[src/rtl/lc3_stack_seq.sv]
// LC-3 stack sequencer: interrupt-entry push and RTI pop of PSR/PC via R6,
// including the user/supervisor stack-pointer swap through Saved_USP/SSP.
//
// Optional feature macro: LC3_STACK_TIMEOUT_EN
//   defined   -> memory-wait watchdog of TIMEOUT_CYCLES cycles, aborts to IDLE
//                with a one-cycle mem_timeout pulse (no done pulse)
//   undefined -> memory states wait indefinitely, mem_timeout tied to 0
//
// Ports:
//   clk, rst_n            clock, asynchronous active-low reset
//   int_req, rti_req      level requests, sampled only in IDLE (int wins)
//   psr_user              current PSR[15]
//   mdr_psr_user          bit 15 of the word read in POP_PSR
//   mem_ready             memory access complete
//   LDSavedUSP/SSP        load saved stack pointers from SR1OUT
//   GateSP, SPMUX, ld_r6  SP-mux onto bus and load R6
//   sr1_r6                force SR1 address to R6
//   mem_en, mem_we        memory access and direction
//   data_sel              0 = PSR, 1 = PC
//   busy, done            not-idle flag, completion pulse
//   priv_viol             RTI attempted in user mode
//   mem_timeout           watchdog abort pulse
module lc3_stack_seq #(
    parameter int TIMEOUT_CYCLES = 16
) (
    input  logic       clk,
    input  logic       rst_n,
    input  logic       int_req,
    input  logic       rti_req,
    input  logic       psr_user,
    input  logic       mdr_psr_user,
    input  logic       mem_ready,
    output logic       LDSavedUSP,
    output logic       LDSavedSSP,
    output logic       GateSP,
    output logic [1:0] SPMUX,
    output logic       sr1_r6,
    output logic       ld_r6,
    output logic       mem_en,
    output logic       mem_we,
    output logic       data_sel,
    output logic       busy,
    output logic       done,
    output logic       priv_viol,
    output logic       mem_timeout
);

    if (TIMEOUT_CYCLES < 1) begin : g_bad_param
        $error("TIMEOUT_CYCLES must be at least 1");
    end

    typedef enum logic [3:0] {
        ST_IDLE,
        ST_SAVE_USP,
        ST_LOAD_SSP,
        ST_DEC1,
        ST_PUSH_PSR,
        ST_DEC2,
        ST_PUSH_PC,
        ST_POP_PC,
        ST_INC1,
        ST_POP_PSR,
        ST_INC2,
        ST_SAVE_SSP,
        ST_LOAD_USP,
        ST_VIOL,
        ST_FIN
`ifdef LC3_STACK_TIMEOUT_EN
        ,
        ST_TMO
`endif
    } state_e;

    state_e state_q, state_d;
    logic   psr_q, psr_d;
    logic   mem_wait;

    assign mem_wait = (state_q == ST_PUSH_PSR) || (state_q == ST_PUSH_PC) ||
                      (state_q == ST_POP_PC)   || (state_q == ST_POP_PSR);

`ifdef LC3_STACK_TIMEOUT_EN
    localparam int CW = $clog2(TIMEOUT_CYCLES + 1);
    localparam logic [CW-1:0] LIMIT = CW'(TIMEOUT_CYCLES - 1);

    logic [CW-1:0] cnt_q, cnt_d;
    logic          expire;

    // cnt_q holds the number of completed wait cycles in the current
    // memory state; no two memory states are adjacent, so leaving one
    // always passes through a zeroing cycle before the next entry.
    assign expire = mem_wait && !mem_ready && (cnt_q == LIMIT);
`endif

    always_comb begin
        state_d = state_q;
        psr_d   = psr_q;
        unique case (state_q)
            ST_IDLE: begin
                if (int_req) begin
                    state_d = psr_user ? ST_SAVE_USP : ST_DEC1;
                end else if (rti_req) begin
                    state_d = psr_user ? ST_VIOL : ST_POP_PC;
                end
            end
            ST_SAVE_USP: state_d = ST_LOAD_SSP;
            ST_LOAD_SSP: state_d = ST_DEC1;
            ST_DEC1:     state_d = ST_PUSH_PSR;
            ST_PUSH_PSR: if (mem_ready) state_d = ST_DEC2;
            ST_DEC2:     state_d = ST_PUSH_PC;
            ST_PUSH_PC:  if (mem_ready) state_d = ST_FIN;
            ST_POP_PC:   if (mem_ready) state_d = ST_INC1;
            ST_INC1:     state_d = ST_POP_PSR;
            ST_POP_PSR: begin
                if (mem_ready) begin
                    psr_d   = mdr_psr_user;
                    state_d = ST_INC2;
                end
            end
            ST_INC2:     state_d = psr_q ? ST_SAVE_SSP : ST_FIN;
            ST_SAVE_SSP: state_d = ST_LOAD_USP;
            ST_LOAD_USP: state_d = ST_FIN;
            ST_VIOL:     state_d = ST_IDLE;
            ST_FIN:      state_d = ST_IDLE;
`ifdef LC3_STACK_TIMEOUT_EN
            ST_TMO:      state_d = ST_IDLE;
`endif
            default:     state_d = ST_IDLE;
        endcase
`ifdef LC3_STACK_TIMEOUT_EN
        if (expire) begin
            state_d = ST_TMO;
        end
`endif
    end

`ifdef LC3_STACK_TIMEOUT_EN
    always_comb begin
        cnt_d = '0;
        if (mem_wait && (state_d == state_q)) begin
            cnt_d = cnt_q + 1'b1;
        end
    end

    always_ff @(posedge clk or negedge rst_n) begin
        if (!rst_n) begin
            cnt_q <= '0;
        end else begin
            cnt_q <= cnt_d;
        end
    end
`endif

    always_ff @(posedge clk or negedge rst_n) begin
        if (!rst_n) begin
            state_q <= ST_IDLE;
            psr_q   <= 1'b0;
        end else begin
            state_q <= state_d;
            psr_q   <= psr_d;
        end
    end

    // Moore output decode
    always_comb begin
        LDSavedUSP = 1'b0;
        LDSavedSSP = 1'b0;
        GateSP     = 1'b0;
        SPMUX      = 2'b00;
        sr1_r6     = 1'b0;
        ld_r6      = 1'b0;
        mem_en     = 1'b0;
        mem_we     = 1'b0;
        data_sel   = 1'b0;
        done       = 1'b0;
        priv_viol  = 1'b0;
        unique case (state_q)
            ST_SAVE_USP: begin
                sr1_r6     = 1'b1;
                LDSavedUSP = 1'b1;
            end
            ST_LOAD_SSP: begin
                SPMUX  = 2'b11;
                GateSP = 1'b1;
                ld_r6  = 1'b1;
            end
            ST_DEC1, ST_DEC2: begin
                sr1_r6 = 1'b1;
                SPMUX  = 2'b10;
                GateSP = 1'b1;
                ld_r6  = 1'b1;
            end
            ST_PUSH_PSR: begin
                mem_en = 1'b1;
                mem_we = 1'b1;
            end
            ST_PUSH_PC: begin
                mem_en   = 1'b1;
                mem_we   = 1'b1;
                data_sel = 1'b1;
            end
            ST_POP_PC: begin
                mem_en   = 1'b1;
                data_sel = 1'b1;
            end
            ST_POP_PSR: mem_en = 1'b1;
            ST_INC1, ST_INC2: begin
                sr1_r6 = 1'b1;
                SPMUX  = 2'b01;
                GateSP = 1'b1;
                ld_r6  = 1'b1;
            end
            ST_SAVE_SSP: begin
                sr1_r6     = 1'b1;
                LDSavedSSP = 1'b1;
            end
            ST_LOAD_USP: begin
                SPMUX  = 2'b00;
                GateSP = 1'b1;
                ld_r6  = 1'b1;
            end
            ST_VIOL: priv_viol = 1'b1;
            ST_FIN:  done      = 1'b1;
            default: ;
        endcase
    end

    assign busy = (state_q != ST_IDLE);

`ifdef LC3_STACK_TIMEOUT_EN
    assign mem_timeout = (state_q == ST_TMO);
`else
    assign mem_timeout = 1'b0;
`endif

endmodule

[config.mk]
export PLATFORM = sky130hd
export DESIGN_NAME = lc3_stack_seq
export DESIGN_NICKNAME = d
export VERILOG_FILES = /design/src/rtl/lc3_stack_seq.sv
export SDC_FILE = /design/constraint.sdc
export NUM_CORES = 1
export LEC_CHECK = 0
export ABC_AREA = 1
export BUFFER_PORTS_ARGS = -buffer_cell sky130_fd_sc_hd__buf_4
export CAP_MARGIN = 0
export CELL_PAD_IN_SITES_DETAIL_PLACEMENT = 1
export CELL_PAD_IN_SITES_GLOBAL_PLACEMENT = 2
export CORE_AREA = 2 2 52 54
export DETAILED_ROUTE_END_ITERATION = 8
export DIE_AREA = 0 0 54 56
export GPL_TIMING_DRIVEN = 1
export PLACE_DENSITY = 0.81
export SYNTH_ARGS = -nofsm -noshare
export SYNTH_HDL_FRONTEND = slang
export SYNTH_SLANG_ARGS = --single-unit
export TNS_END_PERCENT = 100
[constraint.sdc]
create_clock -name clk -period 2 [get_ports clk]
set_input_delay 0.4 -clock clk [delete_from_list [all_inputs] [get_ports clk]]
set_output_delay 0.4 -clock clk [all_outputs]
set_load 0.05 [all_outputs]
# ---- Yosys cells after proc, flatten, opt, wreduce, memory -nomap -nowiden
# Index checks and enable logic that the tools add are counted.
dict set report word_totals {
  elab_cells 52
  n_memories 0
  rom_bits 0
  latch_bits 0
  ram_bits 0
  ff_bits 5
  out_inout_bits 14
  in_bits 7
}
dict set report op_classes {
  div 0
  addsub 0
  bitwise_logic 0
  n_mul 0
  magnitude_cmp 0
  reduce_logical 11
  muxes 20
  n_eq_ne 19
  n_shift 0
}
# op n
set ops {}
lappend ops {{$pmux W4 S13} 1}
lappend ops {{$eq A4 B4 Y1 const B} 7}
lappend ops {{$mux W4} 7}
lappend ops {{$eq A4 B3 Y1 const B} 4}
lappend ops {{$reduce_or A6 Y1} 2}
lappend ops {{$mux W1} 9}
lappend ops {{$eq A4 B2 Y1 const B} 2}
lappend ops {{$ne A2 B2 Y1 const B} 4}
lappend ops {{$reduce_or A2 Y1} 4}
lappend ops {{$pmux W2 S3} 1}
lappend ops {{$reduce_and A5 Y1} 1}
lappend ops {{$eq A4 B1 Y1 const B} 1}
lappend ops {{$logic_not A4 Y1} 1}
lappend ops {{$reduce_bool A4 Y1} 1}
lappend ops {{$reduce_or A4 Y1} 1}
lappend ops {{$mux W3} 1}
lappend ops {{$ne A3 B3 Y1 const B} 1}
lappend ops {{$mux W2} 1}
lappend ops {{$reduce_and A2 Y1} 1}

# ---- Depth between registers and ports, before layout
dict set report depth {
  word_depth 4
  mapped_depth 10
  depth_no_buf 9
}

# ---- Worst setup path after synthesis
# No wires, ideal clock.
dict set report synth_path {
  path_kind {reg-to-output}
  from {register state_q[2]}
  to {output port ld_r6}
  t_required_ps 1600
  n_path_buf 2
  path_stages_with_launch 8
  arrival_ps 2200
  slack_ps -600
  cell_sequence {dfrtp_1 > buf_4 > inv_2 > nand2_1 > o21ai_1 > nor2_1 > nand2_1 > buf_4}
}
dict set report synth_via {
  elab_chain_cells 3
  elab_cells_between_ends 8
  cone_classes {6 x eq/ne; 1 x mux; 1 x reduce/logical}
}
# item line
set synth_lines {}
lappend synth_lines {{from (decl)} 74} ;# state_e state_q, state_d;
lappend synth_lines {{from (signal assigned)} 158} ;# state_q <= state_d;
lappend synth_lines {{$eq A4 B4 Y1 (tied with other cells)} n/a}
lappend synth_lines {{$reduce_or A6 Y1 (no source line) *} n/a}
lappend synth_lines {{$mux W1 *} n/a}
lappend synth_lines {{to (decl)} 38} ;# output logic ld_r6,
# Mark *: on every way between the ends. The rest lies on a longest branch, timed or not.

# ---- Final worst setup path
dict set report layout_path {
  from {register state_q[3]}
  to {output port ld_r6}
}
dict set report layout_via {
  elab_chain_cells 3
  elab_cells_between_ends 8
  cone_classes {6 x eq/ne; 1 x mux; 1 x reduce/logical}
}
# item line
set layout_lines {}
lappend layout_lines {{$eq A4 B4 Y1 (tied with other cells)} 176} ;# unique case (state_q)
lappend layout_lines {{$reduce_or A6 Y1 (no source line) *} n/a}
lappend layout_lines {{$mux W1 *} 176}
# Marked as above.

==> results.env <==
RSZ0062_AT_GRT='no'
CRITICAL_PATH.MAX_STAGE_DELAY_NS=0.46
TRITONCTS_SINKS=5
ROUTE.DETAILED.WL_PER_INST_UM=12.1
GRT_START_MAX_NET_PINS=9
WORST_SETUP_HOLD_PATH_CLK_SLEW_NS=0.04
POST_ROUTE_DRC_VIOLATION_COUNT=0
CORE_REGION_AREA_SQ_UM=2430
FIRST_GLOBAL_VIAS=680
SEQCELLAREA_SQ_UM=129
TIMING.REG2REG.WORST_PATH_DEPTH=9
FINALSETUPTNS_NS=0
GR-TOTAL-OVERFLOW=0
POST-CTS-SETUP-BUFFERS=0
CRITICAL_PATH_PEAK_FANOUT=8
SYNTH-SEQ-CELLS=5
SYNTH-WARNING-COUNT=0
POST-SYNTH-TOP-AREA-CELL='sky130_fd_sc_hd__dfrtp_1'
VIAS=681
CTS.ROOT.BUFFER_CELL='sky130_fd_sc_hd__clkbuf_4'
CP-END-KIND='output pin'
SYNTH.TOP_CELL.AREA_SHARE_PCT=19.5
CTS_INSERTED_BUFFERS=3
TIMING_WORST_SETUP_PATH_TYPE='flop to output pin'
VIAS_PER_CELL=4.51
IO_BUFFERS=19
DRIVE_GT1_SHARE_PCT=44.6
GPL.FINAL_WEIGHTED_CONGESTION=0.868
WHS_PATH_DEPTH=3
POST_SYNTH_NUM_CELL_TYPES=23
LAYOUT.NETS=129
DRV_SLEW=0
WL_UM=1830
DRT_PRE_ANTENNA_ITERS=2
CRITPATHARRIVALTIME_NS=1.50
AREA.GROWTH.SYNTH_TO_FINAL_PCT=36.1
NUMBER_OF_STANDARD_CELLS_AFTER_SYNTHESIS=97
FINALCLOCKSKEW_NS=0.00358
INITIAL_UTILIZATION_PCT=26.3
NUM_ANTENNA_CELLS=0
MIN_PATH_TYPE='primary input to flop'
MAX-CLOCK-PATH-BUFFERS=2
ANTENNA_FOUND_INITIAL=0
CRITPATHREQUIREDTIME_NS=1.60
GRT_PASS1_WL_UM=2990
TOTAL_DIE_AREA_SQ_UM=3020
N_FILL_CELL=321
SYNTHTOPCELLSBYAREA='sky130_fd_sc_hd__dfrtp_1 (20%), sky130_fd_sc_hd__nand2_1 (18%), sky130_fd_sc_hd__nand2_4 (12%)'
ANT_NETS=0
HOLD_VIOLATIONS=0
HTREE_LEVELS=1
GRTUSAGETOTAL_PCT=13.4
PATH_CELLS='buf_4, nor2_8, nand2_1, o21a_1, nand2_1, buf_4'
DIE_Y_UM=56
YS_SEQ_AREA_SHARE_PCT=19.5
BOUNDARYPINS=21
SLOWEST_STAGE='sky130_fd_sc_hd__dfrtp_2'
CRITPATHLAUNCHTYPE='flop'
MAXCAPVIOLATIONS=0
DRT_FIRST_ITER_VIOLATIONS=5
NUM_ROWS=18
RUN_STATUS='finished, final reports clean'
SYNTH.NET_COUNT=104
CTS_TREE='built'
TOTAL_HALF_PERIMETER_WIRELENGTH_AFTER_LEGALIZATION_AND_DETAILED_PLACEMENT_UM=1600
TIMING.FINAL.CRIT_SHARE_PCT=94.9
FMAXACHIEVABLE_GHz=0.527
CLK_LATENCY_NS=0.24
FINALWORSTPATHREQUIREDPERIOD_NS=1.90
DIE_BOUNDARY_WIDTH_UM=54
POST_SYN_AREA_PER_CELL_SQ_UM=6.60
SYN-CELL-AREA_SQ_UM=641
SETUP_VIOL_COUNT_FINAL=0
MULTIINPUTGATEAREA_SQ_UM=432
[critical path: cells and delay by family (launching register included)]
| family | cells | cell delay (ns) |
|---|---|---|
| AOI/OAI and AO/OA | 1 | 0.12 |
| buffers and inverters | 2 | 0.39 |
| DFF | 1 | 0.46 |
| and+or+nand+nor | 3 | 0.29 |
[final cells by class]
class / instances / share of cell area (%)
multi-input cells: 73 / 49.5
repair buffers: 25 / 21.8
flip-flops and latches: 5 / 14.8
inverters: 14 / 6.60
well taps: 30 / 4.30
clock buffers: 4 / 3.01
[cells by family after synthesis]
| logic type | after synthesis | share of synthesized area [%] |
|---|---|---|
| flip-flops | 5 | 19.5 |
| other | 1 | 0.585 |
| AO/OA/AOI/OAI | 7 | 7.03 |
| AND/OR/NAND/NOR | 65 | 56.8 |
| buffers and inverters | 19 | 16.0 |
[what timing repair did]
item,in CTS,in global routing
hold buffers,1,0
endpoints found under the setup margin,2,2
endpoints found under the hold margin,5,0
resized for setup,1,2
[registers in the layout, summed over array words and instances, names as in the netlist]
| register | cells |
|---|---|
| state_q | 4 |
| psr_q | 1 |
[layout by cell type, fill, tap and decap left out, drive strengths merged]
master | netlist | final
inv | 13 | 13
o21ai | 1 | 1
nor2 | 21 | 21
buf | 5 | 24
clkinv | 1 | 1
o32ai | 1 | 1
a211oi | 1 | 1
o22ai | 1 | 1
nand2 | 38 | 38
nand3 | 3 | 3
clkbuf | 0 | 4
dlygate4sd3 | 0 | 1
dfrtp | 5 | 5
nand4 | 3 | 3
o21a | 1 | 1
conb | 1 | 1
a21oi | 2 | 2
[routing by layer]
layer,wire length [um],GRT usage (%)
met1,794,17.2
met2,974,22.6
met3,51,3.23
met4,11,2.14
met5,0,0
[metrics by stage]
stage          std cells  util, %  setup WS, ns  hold WS, ns  area [sq um]
2_1_floorplan         97        -        -0.209        0.104           659
3_3_place_gp         146     34.2         0.268        0.208           832
3_5_place_dp         146     34.2         0.240        0.208           832
4_1_cts              151     35.8        0.0320        0.405           870
5_1_grt              151     35.9        0.0200        0.438           872
6_report             151     35.9         0.102        0.408           872
[synthesized netlist by cell type (all sizes together)]
cell / instances
a211oi: 1
a21oi: 2
buf: 5
clkinv: 1
conb: 1
dfrtp: 5
inv: 13
nand2: 38
nand3: 3
nand4: 3
nor2: 21
o21a: 1
o21ai: 1
o22ai: 1
o32ai: 1
[final timing paths]
path	endpoint	start	slack, ns
max	ld_r6	state_q[3]$_DFFE_PN0P_	0.10
min	psr_q$_DFFE_PN0P_	mdr_psr_user	0.41
max reg2reg	state_q[2]$_DFFE_PN0P_	state_q[2]$_DFFE_PN0P_	0.67
min reg2reg	psr_q$_DFFE_PN0P_	psr_q$_DFFE_PN0P_	0.53
max in group asynchronous	state_q[0]$_DFFE_PN0P_	rst_n	1.38
min in group asynchronous	psr_q$_DFFE_PN0P_	rst_n	0.50
Power is not shown: default switching activity piles up to over one toggle a cycle in this logic, so the estimate is an artifact.
